## config.mk

```make
export PLATFORM = sky130hd
export DESIGN_NAME = multicycle_sequencer
export DESIGN_NICKNAME = d
export VERILOG_FILES = /design/src/rtl/multicycle_sequencer.sv
export SDC_FILE = /design/constraint.sdc
export NUM_CORES = 1
export LEC_CHECK = 0
export BUFFER_PORTS_ARGS = -buffer_cell sky130_fd_sc_hd__buf_2
export CAP_MARGIN = 40
export CORE_AREA = 2 2 100 102
export CTS_CLUSTER_SIZE = 40
export DETAILED_ROUTE_END_ITERATION = 10
export DIE_AREA = 0 0 102 104
export SYNTH_ARGS = -nofsm -noshare
export SYNTH_HDL_FRONTEND = slang
export SYNTH_SLANG_ARGS = --single-unit
```

## constraint.sdc

```tcl
create_clock -name clk -period 2.4 [get_ports clk]
set_input_delay 0.48 -clock clk [delete_from_list [all_inputs] [get_ports clk]]
set_output_delay 0.48 -clock clk [all_outputs]
set_load 0.1 [all_outputs]
```

## src/rtl/multicycle_sequencer.sv

```systemverilog
// multicycle_sequencer
//   Multi-cycle control sequencer for the RV datapath. Walks each instruction
//   through FETCH -> DECODE -> EXEC -> (MEM) -> WB, shares one memory port
//   between instruction fetch and data access, and issues the state-changing
//   datapath strobes. Mux selects still come from Control_Unit.
//
// Parameters
//   TIMEOUT     max cycles mem_req may wait for mem_ready before trapping (>=2)
//   CNT_W       width of the retired-instruction counter
//
// Ports
//   clk          system clock, rising edge
//   rst_n        asynchronous active-low reset
//   run          1 = keep fetching, 0 = stop at next instruction boundary
//   opcode       6-bit opcode field from IR
//   ctrl_regwen  RegWEn from Control_Unit for the current instruction
//   mem_ready    memory completes the current access this cycle
//   pc_we        PC load strobe
//   ir_we        IR load strobe
//   rf_we        register file write strobe
//   mem_req      memory access request
//   mem_we       memory write (meaningful only with mem_req)
//   addr_sel     memory address mux: 0 = PC, 1 = ALU result
//   state        current FSM state (debug)
//   halted       block is in TRAP
//   trap_cause   00 none, 01 illegal opcode, 10 fetch timeout, 11 data timeout
//   instr_count  retired-instruction count (wraps)
module multicycle_sequencer #(
    parameter int unsigned TIMEOUT = 16,
    parameter int unsigned CNT_W   = 32
) (
    input  logic             clk,
    input  logic             rst_n,
    input  logic             run,
    input  logic [5:0]       opcode,
    input  logic             ctrl_regwen,
    input  logic             mem_ready,
    output logic             pc_we,
    output logic             ir_we,
    output logic             rf_we,
    output logic             mem_req,
    output logic             mem_we,
    output logic             addr_sel,
    output logic [2:0]       state,
    output logic             halted,
    output logic [1:0]       trap_cause,
    output logic [CNT_W-1:0] instr_count
);

    typedef enum logic [2:0] {
        IDLE   = 3'd0,
        FETCH  = 3'd1,
        DECODE = 3'd2,
        EXEC   = 3'd3,
        MEM    = 3'd4,
        WB     = 3'd5,
        TRAP   = 3'd7
    } state_t;

    localparam logic [5:0] OP_R      = 6'b011001;
    localparam logic [5:0] OP_I      = 6'b001001;
    localparam logic [5:0] OP_LOAD   = 6'b000001;
    localparam logic [5:0] OP_STORE  = 6'b010001;
    localparam logic [5:0] OP_BRANCH = 6'b110001;
    localparam logic [5:0] OP_LUI    = 6'b011011;
    localparam logic [5:0] OP_JAL    = 6'b110111;

    localparam int unsigned         WAIT_W    = (TIMEOUT > 2) ? $clog2(TIMEOUT) : 1;
    localparam logic [WAIT_W-1:0]   WAIT_LAST = WAIT_W'(TIMEOUT - 1);

    state_t             state_q, state_d;
    logic [1:0]         cause_q, cause_d;
    logic [WAIT_W-1:0]  wait_q;
    logic [CNT_W-1:0]   count_q;
    logic               count_inc;

    // Instruction class captured in DECODE so later states do not depend on
    // the opcode input staying meaningful.
    logic               is_load_q, is_store_q, is_branch_q;
    logic               op_legal;

    always_comb begin
        op_legal = (opcode == OP_R)     || (opcode == OP_I)      ||
                   (opcode == OP_LOAD)  || (opcode == OP_STORE)  ||
                   (opcode == OP_BRANCH)|| (opcode == OP_LUI)    ||
                   (opcode == OP_JAL);
    end

    always_ff @(posedge clk or negedge rst_n) begin
        if (!rst_n) begin
            state_q     <= IDLE;
            cause_q     <= 2'b00;
            wait_q      <= '0;
            count_q     <= '0;
            is_load_q   <= 1'b0;
            is_store_q  <= 1'b0;
            is_branch_q <= 1'b0;
        end else begin
            state_q <= state_d;
            cause_q <= cause_d;
            // Clearing on every state change covers entry to FETCH and MEM.
            if (state_d != state_q) begin
                wait_q <= '0;
            end else if (mem_req && !mem_ready) begin
                wait_q <= wait_q + 1'b1;
            end
            if (count_inc) begin
                count_q <= count_q + 1'b1;
            end
            if (state_q == DECODE) begin
                is_load_q   <= (opcode == OP_LOAD);
                is_store_q  <= (opcode == OP_STORE);
                is_branch_q <= (opcode == OP_BRANCH);
            end
        end
    end

    always_comb begin
        state_d   = state_q;
        cause_d   = cause_q;
        pc_we     = 1'b0;
        ir_we     = 1'b0;
        rf_we     = 1'b0;
        mem_req   = 1'b0;
        mem_we    = 1'b0;
        addr_sel  = 1'b0;
        halted    = 1'b0;
        count_inc = 1'b0;

        case (state_q)
            IDLE: begin
                if (run) begin
                    state_d = FETCH;
                end
            end
            FETCH: begin
                mem_req = 1'b1;
                // A late mem_ready on the last wait cycle beats the timeout.
                if (mem_ready) begin
                    ir_we   = 1'b1;
                    state_d = DECODE;
                end else if (wait_q == WAIT_LAST) begin
                    state_d = TRAP;
                    cause_d = 2'b10;
                end
            end
            DECODE: begin
                if (op_legal) begin
                    state_d = EXEC;
                end else begin
                    state_d = TRAP;
                    cause_d = 2'b01;
                end
            end
            EXEC: begin
                state_d = (is_load_q || is_store_q) ? MEM : WB;
            end
            MEM: begin
                mem_req  = 1'b1;
                addr_sel = 1'b1;
                mem_we   = is_store_q;
                if (mem_ready) begin
                    if (is_store_q) begin
                        // Stores retire straight from MEM; there is no WB.
                        pc_we     = 1'b1;
                        count_inc = 1'b1;
                        state_d   = run ? FETCH : IDLE;
                    end else begin
                        state_d = WB;
                    end
                end else if (wait_q == WAIT_LAST) begin
                    state_d = TRAP;
                    cause_d = 2'b11;
                end
            end
            WB: begin
                rf_we     = ctrl_regwen && !is_store_q && !is_branch_q;
                pc_we     = 1'b1;
                count_inc = 1'b1;
                state_d   = run ? FETCH : IDLE;
            end
            TRAP: begin
                halted = 1'b1;
            end
            default: begin
                state_d = IDLE;
            end
        endcase
    end

    assign state       = state_q;
    assign trap_cause  = cause_q;
    assign instr_count = count_q;

endmodule

```

Word-level counts from Yosys, hierarchy flattened
Cells that the tools add are included.
{"block": "word_totals", "ff_bits": 44, "input_bits": 11, "out_inout_bits": 44, "elab_cells": 74}
{"block": "op_classes", "addsub": 2, "eq_ne": 20, "n_mux": 27, "reduce_logical": 18}
{"op": "32-bit by 1-bit adder with 32-bit output, second input constant", "count": 1}
{"op": "3-bit case mux with 7 select lines", "count": 1}
{"op": "6-bit by 5-bit equality test with 1-bit output, second input constant", "count": 3}
{"op": "3-bit two-way mux", "count": 6}
{"op": "6-bit equality test, second input constant", "count": 2}
{"op": "1-bit two-way mux", "count": 11}
{"op": "2-bit two-way mux", "count": 5}
{"op": "2-bit inequality test, second input constant", "count": 5}
{"op": "3-bit equality test, second input constant", "count": 3}
{"op": "4-bit two-way mux", "count": 2}
{"op": "1-bit logical OR", "count": 7}
{"op": "3-bit by 2-bit equality test with 1-bit output, second input constant", "count": 2}
{"op": "6-bit by 1-bit equality test with 1-bit output, second input constant", "count": 1}
{"op": "6-bit by 4-bit equality test with 1-bit output, second input constant", "count": 1}
{"op": "2-bit case mux with 3 select lines", "count": 1}
{"op": "6-bit AND reduction", "count": 1}
{"op": "4-bit by 1-bit adder with 4-bit output, second input constant", "count": 1}
{"op": "4-bit equality test, second input constant", "count": 1}
{"op": "3-bit by 1-bit equality test with 1-bit output, second input constant", "count": 1}
{"op": "1-bit logical AND", "count": 3}
{"op": "1-bit logical NOT", "count": 3}
{"op": "3-bit logical NOT", "count": 1}
{"op": "3-bit inequality test", "count": 1}
{"op": "3-bit nonzero test", "count": 1}
{"op": "other kinds (3)", "count": 3}

Longest topological paths before layout
{"block": "logic_depth", "word_depth": 11, "depth_mapped": 6, "depth_no_buf": 5}

Worst setup path after synthesis
No wires, ideal clock.
{"block": "synth_timing", "path_kind": "register to output", "start": "register state_q[0] (netlist: state[0])", "end": "output rf_we", "arrival_ns": 4.351, "required_ns": 1.920, "path_slack_ns": -2.431, "path_stages_with_launch": 5, "path_buffers": 2, "cell_sequence": "dfrtp_1 -> buf_6 -> buf_2 -> inv_1 -> nor4_1"}
{"block": "synth_between", "elab_chain_cells": 2}
{"item": "start: declaration", "line": "71", "source": "state_t state_q, state_d;"}
{"item": "start signal: assignment", "line": "99", "source": "state_q <= state_d;"}
{"item": "3-bit equality test", "line": "130", "source": "case (state_q)"}
{"item": "1-bit two-way mux", "line": "130"}
{"item": "end: declaration", "line": "40", "source": "output logic rf_we,"}
Every way passes these cells.

Worst setup path in the final report
{"block": "layout_timing", "start": "register state_q[1] (netlist: state[1])", "end": "output mem_we"}
{"block": "layout_between", "elab_chain_cells": 2}
{"item": "3-bit equality test", "line": "130"}
{"item": "1-bit two-way mux", "line": "130"}
{"item": "end: declaration", "line": "42", "source": "output logic mem_we,"}
Every way passes these cells.

==> metrics.txt <==
status finished, final reports clean; Hold WC Path Type in -> async; most frequent cell after synthesis dfrtp_1; Max Slew Vio Count 0; nets approximately 300; Antenna Nets Post-Route 0; CP startpoint kind flop; #FFs+latches synth 44; CP peak stage delay 0.58 ns; max-cap violations 0; clock sink total 44; largest net degree at the start of global routing 23; RSZ-0062 raised after global routing no; Peak VDD IR 0.652 mV; synthesized area 2320 um^2; Main synth FF type dfrtp_1; hpwl dp 4270 um; final hold violation count 0; fin area 2890 um^2; cell taking the most area after synthesis dfrtp_1; Routed WL 5530 um; first-pass GRT wire length 9040 um; gpl congestion 0.811; die area 10600 um^2; CTS tree done; Crit. End Element output port; latest clock arrival within the worst-skew pair a little under 0.3 ns; first-pass iteration count of the detailed router 4; CP max stage cell dfrtp_4; Leak Pwr 1.28 nW; commonest cells in the netlist dfrtp_1, xnor2_1, nand2_1; DP Cell Count 408; Critical Path AT 1.79 ns; Synth area leaders dfrtp_1, xnor2_1, nand4_1; CP Cell Sequence nand2b_4 -> nor2_4 -> and2_4 -> buf_2; Cell variety after synth 47; Placement Rows 36; Slew HR 0.572; Post-Place Cell Area 2810 um^2; Synth top area share 0.474; setup violators final 0; vias in the first global route 1784; Initial Utilization 0.243; Overall Power 3.10 mW; Worst-Margin Slew 0.639 ns; sequential area share after synthesis 0.474; Ports 55; f_max ~440 MHz; CTS Buf Count 5; overall routing resource usage 0.107; # DRC 0; clk buf depth 2; post-CTS setup buffers 0; layout cells sized above 1 0.301; ys async rst share 1.00; worst-path maximum fanout 22; diodes inserted 0; vias after detailed routing between 1500 and 2000; Buffers on Ports between 50 and 60; clk_skew between 0.006 and 0.007 ns; worst path required time 1.92 ns; Post-Syn Nets 239; Worst-path clk slew approximately 0.08 ns; EDFF count, synth 0; Vias/cell about 4.7; yosys synthesis warning count 0; Clock Tree Root clkbuf_8; PostCTS Resize Cnt 0; GRT Residual Overflow 0; Mean Syn Cell Area 10.3 um^2; DR iter-0 viols 54; die width about 100 um; Area Overhead vs Synth 24.6%; fin crit share 0.947; post-synthesis cell count 226; WS Path Type reg -> out; Final Non-Filler Cells slightly above 400; initial antenna violation count 0; H-tree levels 2; core area 9550 um^2; WL per Instance 13.3 um; CTS Hold Bufs 0; power per cell area 1070 nW/um^2; die height ~100 um; Final Critical Period 2.27 ns
==> layout by cell type (no fill, tap or decap), types with 3 or more instances in the layout <==
master    instances
nor4_1            4
xnor2_1          30
a21o_1            3
and4_1            3
nor2_4            3
xor2_1            5
nand4_1          15
a211oi_1          5
nand2_1          18
dfrtp_1          41
and3_1            5
buf_2            53
nand2b_1          5
nand3_1          16
o21ai_0           3
nor3_1            7
nor2_1            8
buf_4             4
inv_1             4
clkbuf_8          5
==> sequential cells by signal, summed over array words and instances, names as in the netlist <==
| register | cells |
|---|---|
| instr_count | 32 |
| is_branch_q | 1 |
| is_load_q | 1 |
| is_store_q | 1 |
| state | 3 |
| trap_cause | 2 |
| wait_q | 4 |
==> metrics by stage <==
step           setup TNS, ns   util  worst slack (ns)  hold WS, ns
6_report                   0  0.303             0.128       0.0753
5_1_grt                    0  0.303            0.0435       0.0873
4_1_cts                    0  0.303             0.110       0.0766
3_5_place_dp               0  0.294             0.433        0.405
3_3_place_gp               0  0.294             0.445        0.409
2_1_floorplan         -0.178      -            -0.109        0.184
==> report_power, final <==
part	internal, mW	switching, mW	leakage, nW
clock	0.197	0.253	0.0400
combinational	0.368	1.23	0.642
sequential	0.841	0.214	0.597
total	1.41	1.69	1.28
==> critical path, delay by kind of cell, from the launching register on <==
family / cells / cell delay (ns)
flops: 1 / 0.58
simple gates: 3 / 0.50
buf+inv: 1 / 0.41
==> final timing paths <==
check	startpoint	endpoint	slack, ns	depth (start not counted)
worst max-delay path	state[1]	mem_we	0.13	4
worst min-delay path	rst_n	instr_count[26]	0.08	1
worst max register to register	state[0]	wait_q[1]	0.46	4
worst min register to register	instr_count[31]	instr_count[31]	0.47	1
max in group asynchronous	rst_n	state[1]	1.77	2
min in group clk	opcode[5]	is_store_q	0.44	2
==> routing by layer <==
| layer | part of all wire | track usage |
|---|---|---|
| met4 | 0.0078 | 0.0314 |
| met3 | 0.060 | 0.0228 |
| met2 | 0.46 | 0.166 |
| met1 | 0.47 | 0.149 |
| met5 | 0 | 0 |
==> cell families (layout without fill, tap and decap cells) <==
kind of cell | count (synthesis) | in the layout | share of synthesized area
buffers and inverters | 13 | 69 | 0.0286
DFF | 44 | 44 | 0.474
adders and majority gates | 2 | 2 | 0.0108
muxes | 2 | 2 | 0.00916
AOI/OAI and AO/OA | 26 | 26 | 0.0836
xor gates and xnor gates | 35 | 35 | 0.132
and+or+nand+nor | 104 | 104 | 0.261
==> final cells by class <==
cell class              count  area [um^2]
inverters                   4         15.0
flip-flops and latches     44         1110
clock inverters             2         12.5
repair buffers             58          315
multi-input cells         169         1200
well taps                 133          166
clock buffers               5         68.8
fillers                  1037         6660
No activity file was read; power rests on OpenSTA's default activity.
